===== config.mk =====
export PLATFORM = sky130hd
export DESIGN_NAME = coproc_rf_bridge
export DESIGN_NICKNAME = d
export VERILOG_FILES = /design/src/rtl/coproc_rf_bridge_pkg.sv /design/src/rtl/coproc_rf_bridge_rf_req_reg.sv /design/src/rtl/coproc_rf_bridge.sv
export SDC_FILE = /design/constraint.sdc
export NUM_CORES = 1
export LEC_CHECK = 0
export ABC_AREA = 1
export CAP_MARGIN = 20
export CORE_MARGIN = 3
export CORE_UTILIZATION = 30
export CTS_CLUSTER_DIAMETER = 60
export DETAILED_ROUTE_END_ITERATION = 16
export DONT_BUFFER_PORTS = 1
export PLACE_DENSITY_LB_ADDON = 0.12
export SLEW_MARGIN = 10
export SYNTH_ARGS = -nofsm -noshare
export SYNTH_HDL_FRONTEND = slang
export SYNTH_HIERARCHICAL = 1
export SYNTH_SLANG_ARGS = --single-unit

===== constraint.sdc =====
create_clock -name in_clk -period 4 [get_ports in_clk]
set_input_delay 0.6 -clock in_clk [delete_from_list [all_inputs] [get_ports in_clk]]
set_output_delay 0.6 -clock in_clk [all_outputs]
set_load 0.02 [all_outputs]

===== src/rtl/coproc_rf_bridge_pkg.sv =====
`default_nettype none
// ----------------------------------------------------------------------
// coproc_rf_bridge_pkg : matrix/type select codes and bridge FSM states
// Rev 1.0
// ----------------------------------------------------------------------
package coproc_rf_bridge_pkg;

  localparam logic [1:0] MAT_A = 2'b00;
  localparam logic [1:0] MAT_B = 2'b01;
  localparam logic [1:0] MAT_C = 2'b10;

  localparam logic [1:0] TYPE_CELL = 2'b00;
  localparam logic [1:0] TYPE_ROW  = 2'b01;
  localparam logic [1:0] TYPE_COL  = 2'b10;

  typedef enum logic [3:0] {
    IDLE         = 4'd0,
    HOST_WR      = 4'd1,
    HOST_RD      = 4'd2,
    HOST_RD_WAIT = 4'd3,
    RUN          = 4'd4,
    COP_RD       = 4'd5,
    COP_RD_WAIT  = 4'd6,
    COP_WR       = 4'd7,
    DONE         = 4'd8
  } state_t;

endpackage
`default_nettype wire


===== src/rtl/coproc_rf_bridge_rf_req_reg.sv =====
`default_nettype none
// ----------------------------------------------------------------------
// rf_req_reg : registered register-file request, host/coprocessor mux
// Rev 1.0
// ----------------------------------------------------------------------
module rf_req_reg #(
  parameter int ADDRESS_WIDTH = 2,
  parameter int WIDTH         = 64
) (
  input  logic                     clk,
  input  logic                     rst,
  input  logic                     i_clear,
  input  logic                     i_load,
  input  logic                     i_sel_cop,
  input  logic                     i_read,
  input  logic                     i_write,
  input  logic [ADDRESS_WIDTH-1:0] i_host_address,
  input  logic [1:0]               i_host_type,
  input  logic [1:0]               i_host_matrix,
  input  logic [WIDTH-1:0]         i_host_data,
  input  logic [ADDRESS_WIDTH-1:0] i_cop_address,
  input  logic [1:0]               i_cop_type,
  input  logic [1:0]               i_cop_matrix,
  input  logic [WIDTH-1:0]         i_cop_data,
  output logic [ADDRESS_WIDTH-1:0] o_address,
  output logic [1:0]               o_type,
  output logic [1:0]               o_matrix,
  output logic [WIDTH-1:0]         o_data,
  output logic                     o_read_en,
  output logic                     o_write_en
);

  always_ff @(posedge clk or posedge rst) begin
    if (rst) begin
      o_address  <= '0;
      o_type     <= '0;
      o_matrix   <= '0;
      o_data     <= '0;
      o_read_en  <= 1'b0;
      o_write_en <= 1'b0;
    end else if (i_clear) begin
      o_address  <= '0;
      o_type     <= '0;
      o_matrix   <= '0;
      o_data     <= '0;
      o_read_en  <= 1'b0;
      o_write_en <= 1'b0;
    end else if (i_load) begin
      o_address  <= i_sel_cop ? i_cop_address : i_host_address;
      o_type     <= i_sel_cop ? i_cop_type    : i_host_type;
      o_matrix   <= i_sel_cop ? i_cop_matrix  : i_host_matrix;
      // Data only travels with writes so an idle/read request bus stays quiet.
      o_data     <= i_write ? (i_sel_cop ? i_cop_data : i_host_data) : '0;
      o_read_en  <= i_read & ~i_write;
      o_write_en <= i_write;
    end
  end

endmodule
`default_nettype wire


===== src/rtl/coproc_rf_bridge.sv =====
`default_nettype none
// ----------------------------------------------------------------------
// coproc_rf_bridge : arbitrates host and coprocessor register-file access
// Rev 1.0
// ----------------------------------------------------------------------
module coproc_rf_bridge
  import coproc_rf_bridge_pkg::*;
#(
  parameter  int size          = 2,
  parameter  int cell_width    = 32,
  parameter  int address_width = $clog2(size*size),
  localparam int width         = size*cell_width
) (
  input  logic                     in_clk,
  input  logic                     in_reset,
  input  logic                     in_host_valid,
  input  logic                     in_host_write,
  input  logic [address_width-1:0] in_host_address,
  input  logic [1:0]               in_host_type,
  input  logic [1:0]               in_host_matrix,
  input  logic [width-1:0]         in_host_data,
  output logic                     out_host_ack,
  output logic [width-1:0]         out_host_data,
  input  logic                     in_start,
  output logic                     out_done,
  output logic                     out_cop_start,
  input  logic                     in_cop_ready,
  input  logic                     in_cop_read_en,
  input  logic                     in_cop_write_en,
  input  logic [address_width-1:0] in_cop_address,
  input  logic [1:0]               in_cop_type,
  input  logic [1:0]               in_cop_matrix,
  input  logic [width-1:0]         in_cop_data,
  output logic [width-1:0]         out_cop_data,
  output logic                     out_cop_data_ready,
  output logic                     out_cop_ack,
  output logic [address_width-1:0] out_rf_address,
  output logic [1:0]               out_rf_type,
  output logic [1:0]               out_rf_matrix,
  output logic [width-1:0]         out_rf_data,
  output logic                     out_rf_read_en,
  output logic                     out_rf_write_en,
  input  logic [width-1:0]         in_rf_data
);

  state_t r_state;

  // A request still visible during its own completion pulse is the one just served.
  logic w_host_req;
  logic w_cop_rd;
  logic w_cop_wr;
  assign w_host_req = in_host_valid & ~out_host_ack;
  assign w_cop_rd   = in_cop_read_en  & ~(out_cop_ack | out_cop_data_ready);
  assign w_cop_wr   = in_cop_write_en & ~(out_cop_ack | out_cop_data_ready);

  logic w_load;
  logic w_clear;
  logic w_sel_cop;
  logic w_read;
  logic w_write;

  always_comb begin
    w_load    = 1'b0;
    w_clear   = 1'b0;
    w_sel_cop = 1'b0;
    w_read    = 1'b0;
    w_write   = 1'b0;
    case (r_state)
      IDLE: begin
        if (w_host_req) begin
          w_load  = 1'b1;
          w_read  = ~in_host_write;
          w_write = in_host_write;
        end
      end
      RUN: begin
        if (w_cop_rd) begin
          w_load    = 1'b1;
          w_sel_cop = 1'b1;
          w_read    = 1'b1;
        end else if (w_cop_wr) begin
          w_load    = 1'b1;
          w_sel_cop = 1'b1;
          w_write   = 1'b1;
        end
      end
      HOST_WR, HOST_RD, COP_RD, COP_WR: w_clear = 1'b1;
      default: ;
    endcase
  end

  rf_req_reg #(
    .ADDRESS_WIDTH (address_width),
    .WIDTH         (width)
  ) u_rf_req_reg (
    .clk            (in_clk),
    .rst            (in_reset),
    .i_clear        (w_clear),
    .i_load         (w_load),
    .i_sel_cop      (w_sel_cop),
    .i_read         (w_read),
    .i_write        (w_write),
    .i_host_address (in_host_address),
    .i_host_type    (in_host_type),
    .i_host_matrix  (in_host_matrix),
    .i_host_data    (in_host_data),
    .i_cop_address  (in_cop_address),
    .i_cop_type     (in_cop_type),
    .i_cop_matrix   (in_cop_matrix),
    .i_cop_data     (in_cop_data),
    .o_address      (out_rf_address),
    .o_type         (out_rf_type),
    .o_matrix       (out_rf_matrix),
    .o_data         (out_rf_data),
    .o_read_en      (out_rf_read_en),
    .o_write_en     (out_rf_write_en)
  );

  always_ff @(posedge in_clk or posedge in_reset) begin
    if (in_reset) begin
      r_state            <= IDLE;
      out_host_ack       <= 1'b0;
      out_host_data      <= '0;
      out_done           <= 1'b0;
      out_cop_start      <= 1'b0;
      out_cop_data       <= '0;
      out_cop_data_ready <= 1'b0;
      out_cop_ack        <= 1'b0;
    end else begin
      out_host_ack       <= 1'b0;
      out_cop_ack        <= 1'b0;
      out_cop_data_ready <= 1'b0;
      case (r_state)
        IDLE: begin
          if (w_host_req) begin
            r_state      <= in_host_write ? HOST_WR : HOST_RD;
            out_host_ack <= in_host_write;
          end else if (in_start) begin
            r_state       <= RUN;
            out_cop_start <= 1'b1;
          end
        end
        HOST_WR: r_state <= IDLE;
        HOST_RD: r_state <= HOST_RD_WAIT;
        HOST_RD_WAIT: begin
          out_host_data <= in_rf_data;
          out_host_ack  <= 1'b1;
          r_state       <= IDLE;
        end
        RUN: begin
          if (w_cop_rd) begin
            r_state <= COP_RD;
          end else if (w_cop_wr) begin
            r_state     <= COP_WR;
            out_cop_ack <= 1'b1;
          end else if (in_cop_ready) begin
            r_state       <= DONE;
            out_cop_start <= 1'b0;
            out_done      <= 1'b1;
          end
        end
        COP_RD: r_state <= COP_RD_WAIT;
        COP_RD_WAIT: begin
          out_cop_data       <= in_rf_data;
          out_cop_data_ready <= 1'b1;
          r_state            <= RUN;
        end
        COP_WR: r_state <= RUN;
        DONE: begin
          if (!in_start) begin
            out_done <= 1'b0;
            r_state  <= IDLE;
          end
        end
        default: r_state <= IDLE;
      endcase
    end
  end

endmodule
`default_nettype wire


==> impl_results.md, run 1 <==
* Number of global-route vias before repair at 6498
* Arithmetic-cell share of the synthesized area counting full adders, half adders and majority gates at 0%
* Buffer levels on the longest clock path at 3
* Post-layout nets at 1285
* Number of placement rows at 63
* Routed length on met3 at 2640 um
* Period utilisation layout at 66.3%
* H-Tree Level Count at 1
* Number of vias in the routed layout at 6658
* Power per Cell Area at 899 nW/um^2
* Number of enable flip-flop cells after synthesis at 0
* Drc violations at 0
* Post-synthesis instance area at just over 9000 um^2
* Overall power after layout at 9310 uW
* Tightest slew margin relative to the limit at 31.7%
* WP data arrival at 3.06 ns
* Clock skew after layout at 0.0107 ns
* #FFs+latches synth at 209
* Area share of xor/xnor cells in the synthesized design at 0%
* Y dimension of the die at 182 um
* Static leakage at roughly 0.0056 uW
* Worst reg2reg path depth at 10
* Highest attainable clock frequency at 377 MHz
* Clock latency on the worst-skew pair at between 0.5 and 0.6 ns
* Warning count from the yosys run at 6
* Final-layout setup total negative slack at 0 ns
* Post-Syn Nets at 1301
* Simple-Gate Fraction of Synth Area at between 20% and 30%
* GR Overflow Total at 0
* Routed length on met2 at ~13000 um
* Clock sinks at 209
* Worst setup path category: reg -> reg
* Type of the worst min-delay path: in -> async
* Top layer reached by signal wires: met4
* Share of the yosys chip area belonging to registers at approximately 57%
* Number of hold violations in the final report at 0
* Crit. End Element: flip-flop
* Worst supply voltage drop on vdd at 0.367 mV
* Slew of the pin with the lowest slew margin at 1.03 ns
* M1 wire length at 9850 um
* Cells after Synth at 1089
* Core area at around 30000 um^2
* Setup repair after global routing missed its margin: no
* Prevailing post-synth register cell: sky130_fd_sc_hd__dfrtp_1
* Root Buffer: sky130_fd_sc_hd__clkbuf_16
* Max-Cap Viols at 0
* Maximum fanout along the worst path at 71
* Number of search-and-repair iterations in the first detailed-routing pass at 4
* Global-route wire length before repair at 39800 um
* Avg Synthesized Cell Area at 8.49 um^2
* Setup Viol. Count Final at 0
* Final weighted congestion of routability-driven global placement at 0.770
* Kind of launch point of the worst setup path: flip-flop
* Pin count of the biggest net entering global routing at 130
* DRC violation total after the first TritonRoute iteration at 292
* Count of buffers from port buffering at 0
* Time the final worst path needs with I/O delays and setup at between 2 and 3 ns
* Initial antenna violation count at 2
* Ratio of routed vias to standard cells at 4.48
* Data required, critical path at 4.41 ns
* Initial core utilization at 30.8%
* Share of post-route cells with drive strength above 1 at 13.3%
* Clock transition at the registers of the reported paths at 0.06 ns
* Antenna violation net count after detailed routing at 0
* CTS tree: built
* Proportion of synthesized flip-flops having asynchronous set or reset at 100%
* Detailed-route wire length per cell at roughly 18 um
* Post-CTS setup repair buffer count at 0
* Minimum setup slack among reg-to-reg paths at approximately 1.3 ns
* Number of pins exceeding their max-slew limit in the final report at 0
* Reg2reg end: u_rf_req_reg/o_data[30]$_DFFE_PP0P_
* Mux share of post-synthesis cell area at 0%
* Compound-gate portion of the synthesized area at 9.38%
* Global-route usage over all layers at 15.0%
* Final routed wirelength across all metal layers at 26400 um
* Number of buffers added by the clock tree synthesis step at 27
* Layout overhead on the synthesized area at 12.0%
* I/O Pins at between 400 and 500
* Combinational family with the most area after synthesis: simple AND/OR/NAND/NOR gates
* Area enclosed by the die boundary at around 33000 um^2
* Worst r2r src: out_cop_ack$_DFF_PP0_
* Post-DP HPWL at 19100 um
* Die X at about 180 um
* Yosys cell types at 25
* Status: complete, no violations
## worst max-delay path: stages (launching register included)
cell,delay [ns]
sky130_fd_sc_hd__dfrtp_1,0.49
sky130_fd_sc_hd__nor2_1,0.21
sky130_fd_sc_hd__o21ai_0,0.24
sky130_fd_sc_hd__nor2_4,0.14
sky130_fd_sc_hd__buf_4,0.57
sky130_fd_sc_hd__inv_2,0.30
sky130_fd_sc_hd__buf_12,0.27
sky130_fd_sc_hd__nand2_1,0.09
sky130_fd_sc_hd__nand2_1,0.05
sky130_fd_sc_hd__nand2_1,0.08
sky130_fd_sc_hd__nand2_1,0.07
## repair_timing
action | in CTS | in global routing
resized for setup | 0 | 0
hold buffers | 1 | 0
endpoints found under the setup margin | 0 | 0
hold endpoints to repair | 21 | 0
## metal layers
layer	global-route usage (%)	up-vias
met1	17.2	3048
li1	-	3315
met2	26.1	257
met4	4.24	0
met3	5.99	38
met5	0	-
## per-stage QoR
stage	worst slack, ns	area [um^2]	cells	utilization, %	hold slack, ns
2_1_floorplan	1.58	9250	1089	-	0.575
3_3_place_gp	1.10	9410	1432	31.3	0.548
3_5_place_dp	1.07	9410	1432	31.3	0.547
4_1_cts	1.07	10300	1482	34.4	0.202
5_1_grt	1.11	10400	1486	34.5	0.216
6_report	1.35	10400	1486	34.5	0.220
## flip-flops by register name (all words and copies together), names as in the netlist, 2 cells and up
name / count
out_cop_data: 64
out_host_data: 64
r_state: 4
u_rf_req_reg/o_address: 2
u_rf_req_reg/o_data: 64
u_rf_req_reg/o_matrix: 2
u_rf_req_reg/o_type: 2
## report_power, final
part	switching, uW	total (uW)	internal (uW)
Combinational	1370	2090	716
Clock	943	2460	1510
Sequential	1800	4760	2960
## placed cells by master (no fill, tap or decap), types with 4 or more instances in the layout
master and n:
sky130_fd_sc_hd__clkbuf_8 4, sky130_fd_sc_hd__nand2_1 554, sky130_fd_sc_hd__nor2_1 10, sky130_fd_sc_hd__inv_1 74, sky130_fd_sc_hd__o21ai_2 50, sky130_fd_sc_hd__clkbuf_1 4, sky130_fd_sc_hd__dfrtp_1 209, sky130_fd_sc_hd__o21ai_1 63
sky130_fd_sc_hd__inv_2 6, sky130_fd_sc_hd__clkinv_2 6, sky130_fd_sc_hd__buf_4 9, sky130_fd_sc_hd__clkbuf_16 27, sky130_fd_sc_hd__nand3_1 7, sky130_fd_sc_hd__nor2_4 5, sky130_fd_sc_hd__nand2_2 22, sky130_fd_sc_hd__o21ai_0 19
## kinds of logic (layout without fill, tap and decap cells)
logic type / after synthesis / count (layout)
DFF: 209 / 209
other: 0 / 3
AOI/OAI and AO/OA: 135 / 135
and+or+nand+nor: 608 / 608
buffers and inverters: 137 / 141
## area by class of cell
class	count	area [um^2]
fill	3197	19700
sequential	209	5230
multi-input combinational	743	3320
clock buffer	35	746
tap	390	488
inverter	81	308
clock inverter	14	165
timing repair buffer	11	97.6
antenna	3	7.51
## how the worst max path moves through the flow
stage	start	endpoint	slack [ns]	cells past startpoint
final	out_cop_ack$_DFF_PP0_	u_rf_req_reg/o_data[30]$_DFFE_PP0P_	1.35	10
after global routing	out_cop_ack$_DFF_PP0_	u_rf_req_reg/o_data[23]$_DFFE_PP0P_	1.11	10
after CTS	out_cop_ack$_DFF_PP0_	u_rf_req_reg/o_data[21]$_DFFE_PP0P_	1.07	9
after detailed placement	out_cop_ack$_DFF_PP0_	u_rf_req_reg/o_data[21]$_DFFE_PP0P_	1.07	9
after global placement	out_cop_ack$_DFF_PP0_	u_rf_req_reg/o_data[32]$_DFFE_PP0P_	1.10	9
after floorplan	in_reset	u_rf_req_reg/o_address[0]$_DFFE_PP0P_	1.58	1
## synthesized netlist by cell type (2+ instances only)
| library cell | number | area (um^2) |
|---|---|---|
| sky130_fd_sc_hd__buf_4 | 2 | 15.0 |
| sky130_fd_sc_hd__nand2_1 | 554 | 2080 |
| sky130_fd_sc_hd__nand4_1 | 3 | 18.8 |
| sky130_fd_sc_hd__inv_2 | 5 | 18.8 |
| sky130_fd_sc_hd__nand2_2 | 23 | 144 |
| sky130_fd_sc_hd__nor2_4 | 4 | 45.0 |
| sky130_fd_sc_hd__inv_1 | 76 | 285 |
| sky130_fd_sc_hd__nor2_2 | 2 | 12.5 |
| sky130_fd_sc_hd__nor2_1 | 11 | 41.3 |
| sky130_fd_sc_hd__buf_2 | 30 | 150 |
| sky130_fd_sc_hd__dfrtp_1 | 209 | 5230 |
| sky130_fd_sc_hd__buf_6 | 18 | 203 |
| sky130_fd_sc_hd__clkbuf_1 | 3 | 11.3 |
| sky130_fd_sc_hd__o21ai_2 | 50 | 438 |
| sky130_fd_sc_hd__nand3_1 | 7 | 35.0 |
| sky130_fd_sc_hd__o21ai_1 | 63 | 315 |
| sky130_fd_sc_hd__o21ai_0 | 19 | 95.1 |
| sky130_fd_sc_hd__a21oi_1 | 2 | 10.0 |
| sky130_fd_sc_hd__buf_12 | 2 | 40.0 |
Note: power is estimated with default switching activity, not from simulation.
==> run 2, diff against run 1 <==
==> constraint.sdc (replaced) <==
create_clock -name in_clk -period 2.4 [get_ports in_clk]
set_input_delay 0.36 -clock in_clk [delete_from_list [all_inputs] [get_ports in_clk]]
set_output_delay 0.36 -clock in_clk [all_outputs]
set_load 0.02 [all_outputs]
==> impl_results.md, run 2 (same netlist as run 1, synthesis figures left out) <==
* Status: complete, no violations
* Clock latency on the worst-skew pair at 0.54 ns (+0.02 ns)
* I/O Pins at 417 (unchanged)
* Worst reg2reg path depth at 9 (-1)
* GR Overflow Total at 0 (unchanged)
* Reg2reg end: u_rf_req_reg/o_data[47]$_DFFE_PP0P_
* Worst Hold Path EP: u_rf_req_reg/o_data[12]$_DFFE_PP0P_
* Crit. End Element: flip-flop
* Initial antenna violation count at 0 (-2)
* Worst setup path category: reg -> reg
* Number of search-and-repair iterations in the first detailed-routing pass at 6 (+2)
* Hold Crit Depth at 4
* Most used cells in the layout excluding fill and tap cells: sky130_fd_sc_hd__nand2_1 (554), sky130_fd_sc_hd__dfrtp_1 (209), sky130_fd_sc_hd__inv_1 (74)
* Placement-stage worst setup slack at -0.00925 ns (-1.08 ns)
* Time the final worst path needs with I/O delays and setup at 2.15 ns (-0.505 ns)
* Highest attainable clock frequency at 466 MHz (+24%)
* Placed standard-cell area at 9610 um^2 (+2.2%)
* Pin count of the biggest net entering global routing at 83 (-36%)
* Final worst slack at 0.252 ns (-1.10 ns)
* Number of placement rows at 63 (unchanged)
* Global-route usage over all layers at 15.5% (+0.49 points)
* Count of buffers from port buffering at 0 (unchanged)
* Area enclosed by the die boundary at 33000 um^2 (unchanged)
* Max-Cap Viols at 0 (unchanged)
* Core area at 30000 um^2 (unchanged)
* Power per Cell Area at 1430 nW/um^2 (+59%)
* Clock transition at the registers of the reported paths at 0.06 ns (about the same)
* Most common library cell in the layout ignoring fill and taps: sky130_fd_sc_hd__nand2_1
* Worst r2r src: r_state[0]$_DFFE_PP0P_
* Final cell count without fillers at 1572 (+5.8%)
* Period utilisation layout at 89.5% (+23 points)
* Worst supply voltage drop on vdd at 0.735 mV (+100%)
* Clock sinks at 209 (unchanged)
* Post-CTS setup repair buffer count at 0 (unchanged)
* Number of pins exceeding their max-slew limit in the final report at 0 (unchanged)
* Layout overhead on the synthesized area at 22.3%
* Tightest slew margin relative to the limit at 58.1% (+26 points)
* Kind of launch point of the worst setup path: flip-flop
* Post-layout nets at 1371 (+6.7%)
* Largest registers: out_cop_data (64), out_host_data (64), u_rf_req_reg/o_data (64)
* Global-route wire length before repair at 41200 um (+3.5%)
* Initial core utilization at 30.8% (unchanged)
* Number of buffers added by the clock tree synthesis step at 29 (+7.4%)
* Placed Cells incl. Taps at 1449 (+1.2%)
* Setup repair after global routing missed its margin: no
* Post-route cell area at 11300 um^2 (+9.2%)
* H-Tree Level Count at 1 (unchanged)
* Hold Slack at 0.0339 ns (-0.186 ns)
* DRC violation total after the first TritonRoute iteration at 334 (+14%)
* Final weighted congestion of routability-driven global placement at 0.758 (-1.5%)
* Minimum setup slack among reg-to-reg paths at 0.25 ns (-1.10 ns)
* Antenna violation net count after detailed routing at 0 (unchanged)
* Top layer reached by signal wires: met4
* Number of vias in the routed layout at 7061 (+6.1%)
* Y dimension of the die at 182 um (unchanged)
* Share of post-route cells with drive strength above 1 at 14.0% (+0.69 points)
* Count of inserted antenna diode cells at 0 (-3)
* Type of the worst min-delay path: in -> reg
* Buffer levels on the longest clock path at 3 (unchanged)
* Routed length on met3 at 2520 um (-4.4%)
* Number of global-route vias before repair at 6980 (+7.4%)
* Startpoint of the lowest-slack hold path: in_host_data[12]
* Routed length on met2 at 13700 um (+3.4%)
* M1 wire length at 10400 um (+5.4%)
* Final routed wirelength across all metal layers at 27300 um (+3.3%)
* Die X at 182 um (unchanged)
* Ratio of routed vias to standard cells at 4.49 (+0.25%)
* CTS tree: built
* WP data arrival at 2.62 ns (-0.44 ns)
* Setup Viol. Count Final at 0 (unchanged)
* Maximum fanout along the worst path at 26 (-63%)
* Root Buffer: sky130_fd_sc_hd__clkbuf_16
* Detailed-route wire length per cell at 17.4 um (-2.4%)
* Static leakage at 0.00603 uW (+7.4%)
* Slew of the pin with the lowest slew margin at 0.627 ns (-0.398 ns)
* Post-DP HPWL at 19800 um (+3.5%)
* Number of hold violations in the final report at 0 (unchanged)
* Filler cell count in the final layout at 3120 (-2.4%)
* Data required, critical path at 2.87 ns (-1.54 ns)
* Clock skew after layout at 0.0214 ns (+0.0107 ns)
* Drc violations at 0 (unchanged)
## run 2: critical path, cell delays in order (launching register included)
cell                      delay (ns)
sky130_fd_sc_hd__dfrtp_1        0.51
sky130_fd_sc_hd__nor2_4         0.07
sky130_fd_sc_hd__buf_4          0.16
sky130_fd_sc_hd__nand3_1        0.15
sky130_fd_sc_hd__nand2_1        0.11
sky130_fd_sc_hd__buf_4          0.15
sky130_fd_sc_hd__nor2_4         0.36
sky130_fd_sc_hd__buf_4          0.38
sky130_fd_sc_hd__nand2_1        0.09
sky130_fd_sc_hd__nand2_1        0.08
## run 2: how the worst max path moves through the flow
stage	endpoint	start	cells past startpoint	slack (ns)
2_1_floorplan	u_rf_req_reg/o_address[0]$_DFFE_PP0P_	in_reset	1	0.22
3_3_place_gp	u_rf_req_reg/o_data[24]$_DFFE_PP0P_	r_state[3]$_DFFE_PP0P_	9	0.07
3_5_place_dp	u_rf_req_reg/o_data[41]$_DFFE_PP0P_	r_state[3]$_DFFE_PP0P_	9	-0.009
4_1_cts	u_rf_req_reg/o_data[17]$_DFFE_PP0P_	r_state[3]$_DFFE_PP0P_	9	0.007
5_1_grt	u_rf_req_reg/o_data[58]$_DFFE_PP0P_	r_state[0]$_DFFE_PP0P_	9	0.06
6_report	u_rf_req_reg/o_data[47]$_DFFE_PP0P_	r_state[0]$_DFFE_PP0P_	9	0.25
## run 2: layer usage
layer | vias to the layer above | track usage, %
li1 | 3495 | -
met1 | 3251 | 18.2
met2 | 272 | 27.1
met3 | 43 | 5.27
met4 | 0 | 4.33
met5 | - | 0
## run 2: report_power, final
part | switching (uW) | internal, uW
Combinational | 2430 | 1440
Clock | 1630 | 2720
Sequential | 3010 | 4930
## run 2: per-stage QoR
step           util [%]  TNS [ns]  total power [uW]
2_1_floorplan         -         0             10400
3_3_place_gp       32.0         0             11800
3_5_place_dp       32.0  -0.00925             11800
4_1_cts            37.5         0             16400
5_1_grt            37.7         0             17200
6_report           37.7         0             16200
## run 2: repair_timing
action	4_1_cts	5_1_grt
pin swaps	1	2
hold buffers	66	0
hold endpoints to repair	274	0
resized for setup	0	1
gates cloned	0	2
endpoints found under the setup margin	3	64
## run 2: final cells by class
cell class	count	area, um^2	share of cell area, %
clock buffer	42	825	7.29
clock inverter	12	163	1.44
inverter	81	308	2.72
multi-input combinational	745	3340	29.5
sequential	209	5230	46.2
tap	390	488	4.31
timing repair buffer	93	958	8.47
